### config.mk
export PLATFORM = sky130hd
export DESIGN_NAME = regfile_dump_flat
export DESIGN_NICKNAME = d
export VERILOG_FILES = /design/src/rtl/regfile_dump_if.sv /design/src/rtl/regfile_dump.sv /design/src/flat_wrapper.sv
export SDC_FILE = /design/constraint.sdc
export NUM_CORES = 2
export LEC_CHECK = 0
export BUFFER_PORTS_ARGS = -buffer_cell sky130_fd_sc_hd__buf_2
export CAP_MARGIN = 20
export CORE_UTILIZATION = 69
export CTS_CLUSTER_DIAMETER = 80
export DETAILED_ROUTE_END_ITERATION = 8
export PLACE_DENSITY = 0.87
export SYNTH_ARGS = -nofsm -noshare
export SYNTH_HDL_FRONTEND = slang
export SYNTH_SLANG_ARGS = --single-unit
export TNS_END_PERCENT = 50
### constraint.sdc
create_clock -name clk -period 62.4 [get_ports clk]
set_clock_uncertainty 0.05 [all_clocks]
set_input_delay 9.36 -clock clk [delete_from_list [all_inputs] [get_ports clk]]
set_output_delay 9.36 -clock clk [all_outputs]
set_load 0.01 [all_outputs]
### src/rtl/regfile_dump_if.sv
// Register file bus: write port, two read ports, debug peek and the dump stream.
// Ports (signals):
//   we/waddr/wdata           write port (master -> slave)
//   raddr1/raddr2 -> rdata1/rdata2  combinational read ports
//   dbg_addr -> dbg_data     combinational peek, never bypassed
//   dump_start/dump_abort/dump_ready   dump control (master -> slave)
//   dump_busy/dump_valid/dump_addr/dump_data/dump_done   dump stream (slave -> master)
interface regfile_dump_if #(
  parameter int unsigned DATA_W = 32,
  parameter int unsigned ADDR_W = 5
);
  logic              we;
  logic [ADDR_W-1:0] waddr;
  logic [DATA_W-1:0] wdata;
  logic [ADDR_W-1:0] raddr1;
  logic [ADDR_W-1:0] raddr2;
  logic [DATA_W-1:0] rdata1;
  logic [DATA_W-1:0] rdata2;
  logic [ADDR_W-1:0] dbg_addr;
  logic [DATA_W-1:0] dbg_data;
  logic              dump_start;
  logic              dump_abort;
  logic              dump_busy;
  logic              dump_valid;
  logic              dump_ready;
  logic [ADDR_W-1:0] dump_addr;
  logic [DATA_W-1:0] dump_data;
  logic              dump_done;

  modport master (
    output we, waddr, wdata, raddr1, raddr2, dbg_addr,
    output dump_start, dump_abort, dump_ready,
    input  rdata1, rdata2, dbg_data,
    input  dump_busy, dump_valid, dump_addr, dump_data, dump_done
  );

  modport slave (
    input  we, waddr, wdata, raddr1, raddr2, dbg_addr,
    input  dump_start, dump_abort, dump_ready,
    output rdata1, rdata2, dbg_data,
    output dump_busy, dump_valid, dump_addr, dump_data, dump_done
  );
endinterface

### src/rtl/regfile_dump.sv
// General-purpose register file with a valid/ready dump engine for debug.
// Ports:
//   clk   rising-edge clock
//   rst   asynchronous active-high reset (clears all registers, FSM to IDLE)
//   bus   regfile_dump_if.slave: write port, two read ports, debug peek,
//         dump control and dump stream
// Parameters: DATA_W, ADDR_W (DEPTH = 2**ADDR_W), ZERO_REG (r0 hardwired 0),
//             BYPASS (same-cycle write data forwarded to read ports).
module regfile_dump #(
  parameter int unsigned DATA_W   = 32,
  parameter int unsigned ADDR_W   = 5,
  parameter int unsigned ZERO_REG = 1,
  parameter int unsigned BYPASS   = 1
) (
  input logic           clk,
  input logic           rst,
  regfile_dump_if.slave bus
);

  localparam int unsigned       DEPTH = 1 << ADDR_W;
  localparam logic [ADDR_W-1:0] LAST  = ADDR_W'(DEPTH - 1);

  typedef enum logic [1:0] {
    IDLE = 2'd0,
    SEND = 2'd1,
    DONE = 2'd2
  } state_t;

  state_t            state;
  state_t            state_next;
  logic [DATA_W-1:0] mem [DEPTH];
  logic [ADDR_W-1:0] dump_addr_q;
  logic [DATA_W-1:0] dump_data_q;
  logic              load;
  logic [ADDR_W-1:0] load_idx;
  logic              wr_drop;

  // Writes to r0 vanish when it is hardwired to zero.
  assign wr_drop = (ZERO_REG != 0) && (bus.waddr == '0);

  // Storage array.
  always_ff @(posedge clk or posedge rst) begin
    if (rst) begin
      for (int unsigned i = 0; i < DEPTH; i++) begin
        mem[i] <= '0;
      end
    end else if (bus.we && !wr_drop) begin
      mem[bus.waddr] <= bus.wdata;
    end
  end

  // Read port 1: zero register beats bypass, bypass beats stored value.
  always_comb begin
    bus.rdata1 = mem[bus.raddr1];
    if ((BYPASS != 0) && bus.we && (bus.raddr1 == bus.waddr)) begin
      bus.rdata1 = bus.wdata;
    end
    if ((ZERO_REG != 0) && (bus.raddr1 == '0)) begin
      bus.rdata1 = '0;
    end
  end

  // Read port 2: same priority as port 1.
  always_comb begin
    bus.rdata2 = mem[bus.raddr2];
    if ((BYPASS != 0) && bus.we && (bus.raddr2 == bus.waddr)) begin
      bus.rdata2 = bus.wdata;
    end
    if ((ZERO_REG != 0) && (bus.raddr2 == '0)) begin
      bus.rdata2 = '0;
    end
  end

  // Debug peek shows stored contents only.
  always_comb begin
    bus.dbg_data = mem[bus.dbg_addr];
    if ((ZERO_REG != 0) && (bus.dbg_addr == '0)) begin
      bus.dbg_data = '0;
    end
  end

  // Dump FSM state register.
  always_ff @(posedge clk or posedge rst) begin
    if (rst) begin
      state <= IDLE;
    end else begin
      state <= state_next;
    end
  end

  // Dump FSM next state and beat-load control; abort always wins.
  always_comb begin
    state_next = state;
    load       = 1'b0;
    load_idx   = '0;
    case (state)
      IDLE: begin
        if (bus.dump_start && !bus.dump_abort) begin
          state_next = SEND;
          load       = 1'b1;
        end
      end
      SEND: begin
        if (bus.dump_abort) begin
          state_next = IDLE;
        end else if (bus.dump_ready) begin
          if (dump_addr_q == LAST) begin
            state_next = DONE;
          end else begin
            load     = 1'b1;
            load_idx = dump_addr_q + ADDR_W'(1);
          end
        end
      end
      DONE: begin
        state_next = IDLE;
      end
      default: begin
        state_next = IDLE;
      end
    endcase
  end

  // Beat register: sampled from the pre-write array at the advancing edge,
  // then frozen while the consumer stalls.
  always_ff @(posedge clk or posedge rst) begin
    if (rst) begin
      dump_addr_q <= '0;
      dump_data_q <= '0;
    end else if (load) begin
      dump_addr_q <= load_idx;
      if ((ZERO_REG != 0) && (load_idx == '0)) begin
        dump_data_q <= '0;
      end else begin
        dump_data_q <= mem[load_idx];
      end
    end
  end

  // Stream status decodes straight from the state register.
  assign bus.dump_busy  = (state != IDLE);
  assign bus.dump_valid = (state == SEND);
  assign bus.dump_done  = (state == DONE);
  assign bus.dump_addr  = dump_addr_q;
  assign bus.dump_data  = dump_data_q;

endmodule

### src/flat_wrapper.sv
// flat-port wrapper written by rule: the top's interface ports become plain ports
module regfile_dump_flat 
#(
  parameter int unsigned DATA_W   = 32,
  parameter int unsigned ADDR_W   = 5,
  parameter int unsigned ZERO_REG = 1,
  parameter int unsigned BYPASS   = 1
)
  (clk, rst, bus_we, bus_waddr, bus_wdata, bus_raddr1, bus_raddr2, bus_dbg_addr, bus_dump_start, bus_dump_abort, bus_dump_ready, bus_rdata1, bus_rdata2, bus_dbg_data, bus_dump_busy, bus_dump_valid, bus_dump_addr, bus_dump_data, bus_dump_done);
  regfile_dump_if #(.DATA_W(DATA_W), .ADDR_W(ADDR_W)) bus_i ();
  input logic clk;
  input logic rst;
  input wire logic [$bits(bus_i.we)-1:0] bus_we;
  input wire logic [$bits(bus_i.waddr)-1:0] bus_waddr;
  input wire logic [$bits(bus_i.wdata)-1:0] bus_wdata;
  input wire logic [$bits(bus_i.raddr1)-1:0] bus_raddr1;
  input wire logic [$bits(bus_i.raddr2)-1:0] bus_raddr2;
  input wire logic [$bits(bus_i.dbg_addr)-1:0] bus_dbg_addr;
  input wire logic [$bits(bus_i.dump_start)-1:0] bus_dump_start;
  input wire logic [$bits(bus_i.dump_abort)-1:0] bus_dump_abort;
  input wire logic [$bits(bus_i.dump_ready)-1:0] bus_dump_ready;
  output wire logic [$bits(bus_i.rdata1)-1:0] bus_rdata1;
  output wire logic [$bits(bus_i.rdata2)-1:0] bus_rdata2;
  output wire logic [$bits(bus_i.dbg_data)-1:0] bus_dbg_data;
  output wire logic [$bits(bus_i.dump_busy)-1:0] bus_dump_busy;
  output wire logic [$bits(bus_i.dump_valid)-1:0] bus_dump_valid;
  output wire logic [$bits(bus_i.dump_addr)-1:0] bus_dump_addr;
  output wire logic [$bits(bus_i.dump_data)-1:0] bus_dump_data;
  output wire logic [$bits(bus_i.dump_done)-1:0] bus_dump_done;
  assign bus_i.we = bus_we;
  assign bus_i.waddr = bus_waddr;
  assign bus_i.wdata = bus_wdata;
  assign bus_i.raddr1 = bus_raddr1;
  assign bus_i.raddr2 = bus_raddr2;
  assign bus_i.dbg_addr = bus_dbg_addr;
  assign bus_i.dump_start = bus_dump_start;
  assign bus_i.dump_abort = bus_dump_abort;
  assign bus_i.dump_ready = bus_dump_ready;
  assign bus_rdata1 = bus_i.rdata1;
  assign bus_rdata2 = bus_i.rdata2;
  assign bus_dbg_data = bus_i.dbg_data;
  assign bus_dump_busy = bus_i.dump_busy;
  assign bus_dump_valid = bus_i.dump_valid;
  assign bus_dump_addr = bus_i.dump_addr;
  assign bus_dump_data = bus_i.dump_data;
  assign bus_dump_done = bus_i.dump_done;
  regfile_dump #(.DATA_W(DATA_W), .ADDR_W(ADDR_W), .ZERO_REG(ZERO_REG), .BYPASS(BYPASS)) u_core (.clk(clk), .rst(rst), .bus(bus_i));
endmodule
==> results.sh <==
export IMPL_critPathRequiredTime_ns=52.99
export IMPL_grtUsageTotal_pct=50.0
export IMPL_synth_compound_area_share_pct=7.73
export IMPL_clock_sinks=1063
export IMPL_wire_per_inst_um=41.0
export IMPL_grtUsageMet1_pct=60.4
export IMPL_p_seq_share_pct=42.4
export IMPL_start_util_pct=69.9
export IMPL_cap_violations=0
export IMPL_fin_crit_ns=23.81
export IMPL_preCtsSetupSlack_ns=38.67
export IMPL_synth_edf_count=0
export IMPL_p_switching_mw=0.744
export IMPL_wl_um=266000
export IMPL_grt_first_pass_wirelength_um=389000
export IMPL_clkLatencyLatePin_ns=0.79
export IMPL_grt_pass1_vias=58929
export IMPL_coreArea_mm2=0.104
export IMPL_ys_seq_elements=1063
export IMPL_grt_max_degree=178
export IMPL_drc_errors=7
export IMPL_synth_fa_ha_area_share_pct=0.0344
export IMPL_clkSlewWorstSetupHoldPaths_ns=0.07
export IMPL_netSwitchingFraction_pct=31.7
export IMPL_rsz0062_at_grt="no"
export IMPL_multiInputGateArea_mm2=0.0437
export IMPL_ctsHoldBuffers=0
export IMPL_worst_slack_ns=38.59
export IMPL_synth_seq_area_share_pct=36.5
export IMPL_path_common_cell="buf_4"
export IMPL_synth_nets=5327
export IMPL_yosys_warnings=0
export IMPL_worstPathArrival_ns=14.40
export IMPL_grt_antenna_before_repair=11
export IMPL_synth_area_per_cell_um2=13.8
export IMPL_power_static_leakage_nw=31.5
export IMPL_synthFlopType="dfrtp_1"
export IMPL_slowest_stage="buf_4"
export IMPL_io_buffers=193
export IMPL_synthArstFlopShare_pct=100
export IMPL_drt_vias_per_instance=9.05
export IMPL_worst_setup_path_end_kind="output port"
export IMPL_ant_nets=0
export IMPL_drt_iter0_markers=11929
export IMPL_postSynthCellCount=5267
export IMPL_status="complete, but fails checks"
export IMPL_failed_checks="design-rule violations"
export IMPL_use_met3_pct=26.8
export IMPL_hpwl_um=138000
export IMPL_cts_setup_buffers=0
export IMPL_hold_viol=0
export IMPL_netlist_area_mm2=0.0728
export IMPL_dieArea_mm2=0.107
export IMPL_clock_root_buffer="clkbuf_16"
export IMPL_grt_overflow_total=0
export IMPL_hold_class="flop to flop"
export IMPL_pin_count=194
export IMPL_ir_drop_uv=30.1
export IMPL_synth_xor_area_share_pct=0.144
export IMPL_rows=118
export IMPL_busiest_layer="met2"
export IMPL_die_w_um=327
export IMPL_drive_gt1_share_pct=49.3
export IMPL_tritoncts="built"
export IMPL_setup_tns_ns=0
export IMPL_clkPwrFrac_pct=31.3
export IMPL_globalplace_congestion=0.921
export IMPL_synth_mux_area_fraction_pct=48.8
export IMPL_max_freq_ghz=0.0420
export IMPL_path_max_fanout=56
export IMPL_final_core_util_pct=74.9
export IMPL_cts_buffers=112
export IMPL_synth_top_family_by_area="multiplexers"
export IMPL_seq_area_mm2=0.0266
export IMPL_intPower_mw=1.60
export IMPL_yosys_area_share_simple_pct=2.74
export IMPL_power_per_cell_area_mw_per_mm2=30.1
export IMPL_met2_usage_pct=66.6
export IMPL_worst_slew_pin_slew_ns=1.27
export IMPL_nFillCells=5907
export IMPL_critical_path_class="input port to output port"
export IMPL_power_combinational_fraction_pct=26.4
export IMPL_die_h_um=327
export IMPL_ctsResizeCount=0
export IMPL_fin_nets=5062
export IMPL_ys_types=63
export IMPL_finalSetupViolations=0
export IMPL_slew_viol_final=0
export IMPL_finalCritPeriodShare_pct=38.2
export IMPL_max_stage_delay_ns=0.86
export IMPL_htree_num_levels=3
export IMPL_crit_path_start_kind="input port"
export IMPL_path_cells="buf_8, buf_4, buf_4, buf_4, mux4_2, nor2b_1, a211oi_1, a21oi_1, a211oi_1, nor3_1, buf_2"
export IMPL_num_vias=58676
export IMPL_syn2layout_area_growth_pct=7.11
export IMPL_clockBufferDepth=3
export IMPL_finalPower_mw=2.34
export IMPL_max_slew_margin_pct=15.0
export IMPL_drtPass1Iterations=9
## power groups by stage
stage	Sequential, mW	Combinational, mW	Clock, mW
after global routing	1.00	0.639	0.753
after global placement	0.966	0.571	0
after floorplan	0.927	0.470	0
after CTS	0.976	0.599	0.724
final	0.993	0.618	0.734
after detailed placement	0.984	0.591	0
## path summary, 6_finish.rpt
check / slack [ns] / cells past startpoint / endpoint / from
worst max-delay path: 38.59 / 11 / bus_rdata2[10] / bus_raddr2[0]
min in group asynchronous: 8.67 / 2 / u_core.mem[446]$_DFFE_PP0P_ / rst
worst min-delay path: 0.38 / 0 / u_core.mem[999]$_DFFE_PP0P_ / u_core.mem[999]$_DFFE_PP0P_
worst min register to register: 0.38 / 0 / u_core.mem[999]$_DFFE_PP0P_ / u_core.mem[999]$_DFFE_PP0P_
max in group asynchronous: 50.63 / 5 / u_core.mem[114]$_DFFE_PP0P_ / rst
worst max register to register: 57.09 / 10 / u_core.bus.dump_data[0]$_DFFE_PP0P_ / u_core.bus.dump_addr[0]$_DFFE_PP0P_
## cells in the mapped netlist, drive strengths merged (3+ instances only)
cell	number	area share, %
a2111oi	5	0.062
a211oi	194	2.0
a21oi	144	0.99
a221oi	183	2.2
a31oi	33	0.28
a32o	29	0.40
and3	11	0.095
buf	266	1.9
clkbuf	405	2.1
dfrtp	1063	37
inv	3	0.015
mux2	1052	16
mux2i	305	4.2
mux4	917	28
nand2	63	0.32
nand3	43	0.30
nand3b	4	0.041
nand4	30	0.26
nor2	155	0.82
nor2b	48	0.41
nor3	33	0.24
nor3b	6	0.069
nor4	3	0.034
o211ai	4	0.041
o21a	3	0.031
o21ai	219	1.5
o221ai	4	0.048
or2	3	0.026
or3b	3	0.036
or4	3	0.031
xor2	10	0.12
## layer usage
| layer | routed length (um) | vias up | part of all wire (%) |
|---|---|---|---|
| met5 | 125 | - | 0.047 |
| met4 | 26500 | 14 | 10 |
| met3 | 51400 | 2122 | 19 |
| met2 | 109000 | 6976 | 41 |
| met1 | 79200 | 28769 | 30 |
| li1 | - | 20795 | - |
## final cells by class
cell class              instances  area share [%]
clock buffers                 149            4.15
diodes                         11          0.0353
multi-input cells            3530            56.0
well taps                    1380            2.21
inverters                       3          0.0257
clock inverters                59           0.929
repair buffers                292            2.56
flip-flops and latches       1063            34.1
## cells in the final DEF, fill, tap and decap left out, drive strengths merged, types with 4 or more instances in the layout
cell      netlist  layout
nor3b           6       6
a32o           29      29
diode           0      11
nand3          43      43
nand3b          4       4
o221ai          4       4
nor2b          48      48
mux2i         305     305
clkbuf        405     150
xor2           10      10
nand2          63      63
nor2          155     155
mux4          917     917
a211oi        194     194
nor3           33      33
nand4          30      30
a21oi         144     144
bufinv          0      15
buf           266     291
and3           11      11
mux2         1052    1052
clkinvlp        0      11
a2111oi         5       5
a31oi          33      33
clkinv          0      30
o211ai          4       4
inv             3       6
a221oi        183     183
dfrtp        1063    1063
o21ai         219     219
## logic make-up (layout without fill, tap and decap cells)
family	after synthesis	in the layout
flops	1063	1063
simple gates	410	410
fa+ha+maj	2	2
buf+inv	674	503
other cells	0	11
compound gates	832	832
xor+xnor	12	12
mux	2274	2274
## stage by stage
step	cell area [um2]	hold WS [ns]	instances
floorplan	72800	0.408	5267
finish	78000	0.377	6487
detailed placement	73800	0.357	6259
global placement	73800	0.346	6259
global route	78000	0.391	6479
CTS	77800	0.371	6467
## critical path, delay by kind of cell
family / cells / cell delay, ns
buf+inv: 5 / 3.16
mux: 1 / 0.59
simple gates: 2 / 0.40
compound gates: 3 / 0.81
## flip-flops by register name (all words and copies together), names as in the netlist
name,cells
u_core.mem,1024
u_core.bus.dump_data,32
u_core.bus.dump_addr,5
u_core.state,2
No activity file was read; power rests on OpenSTA's default activity.
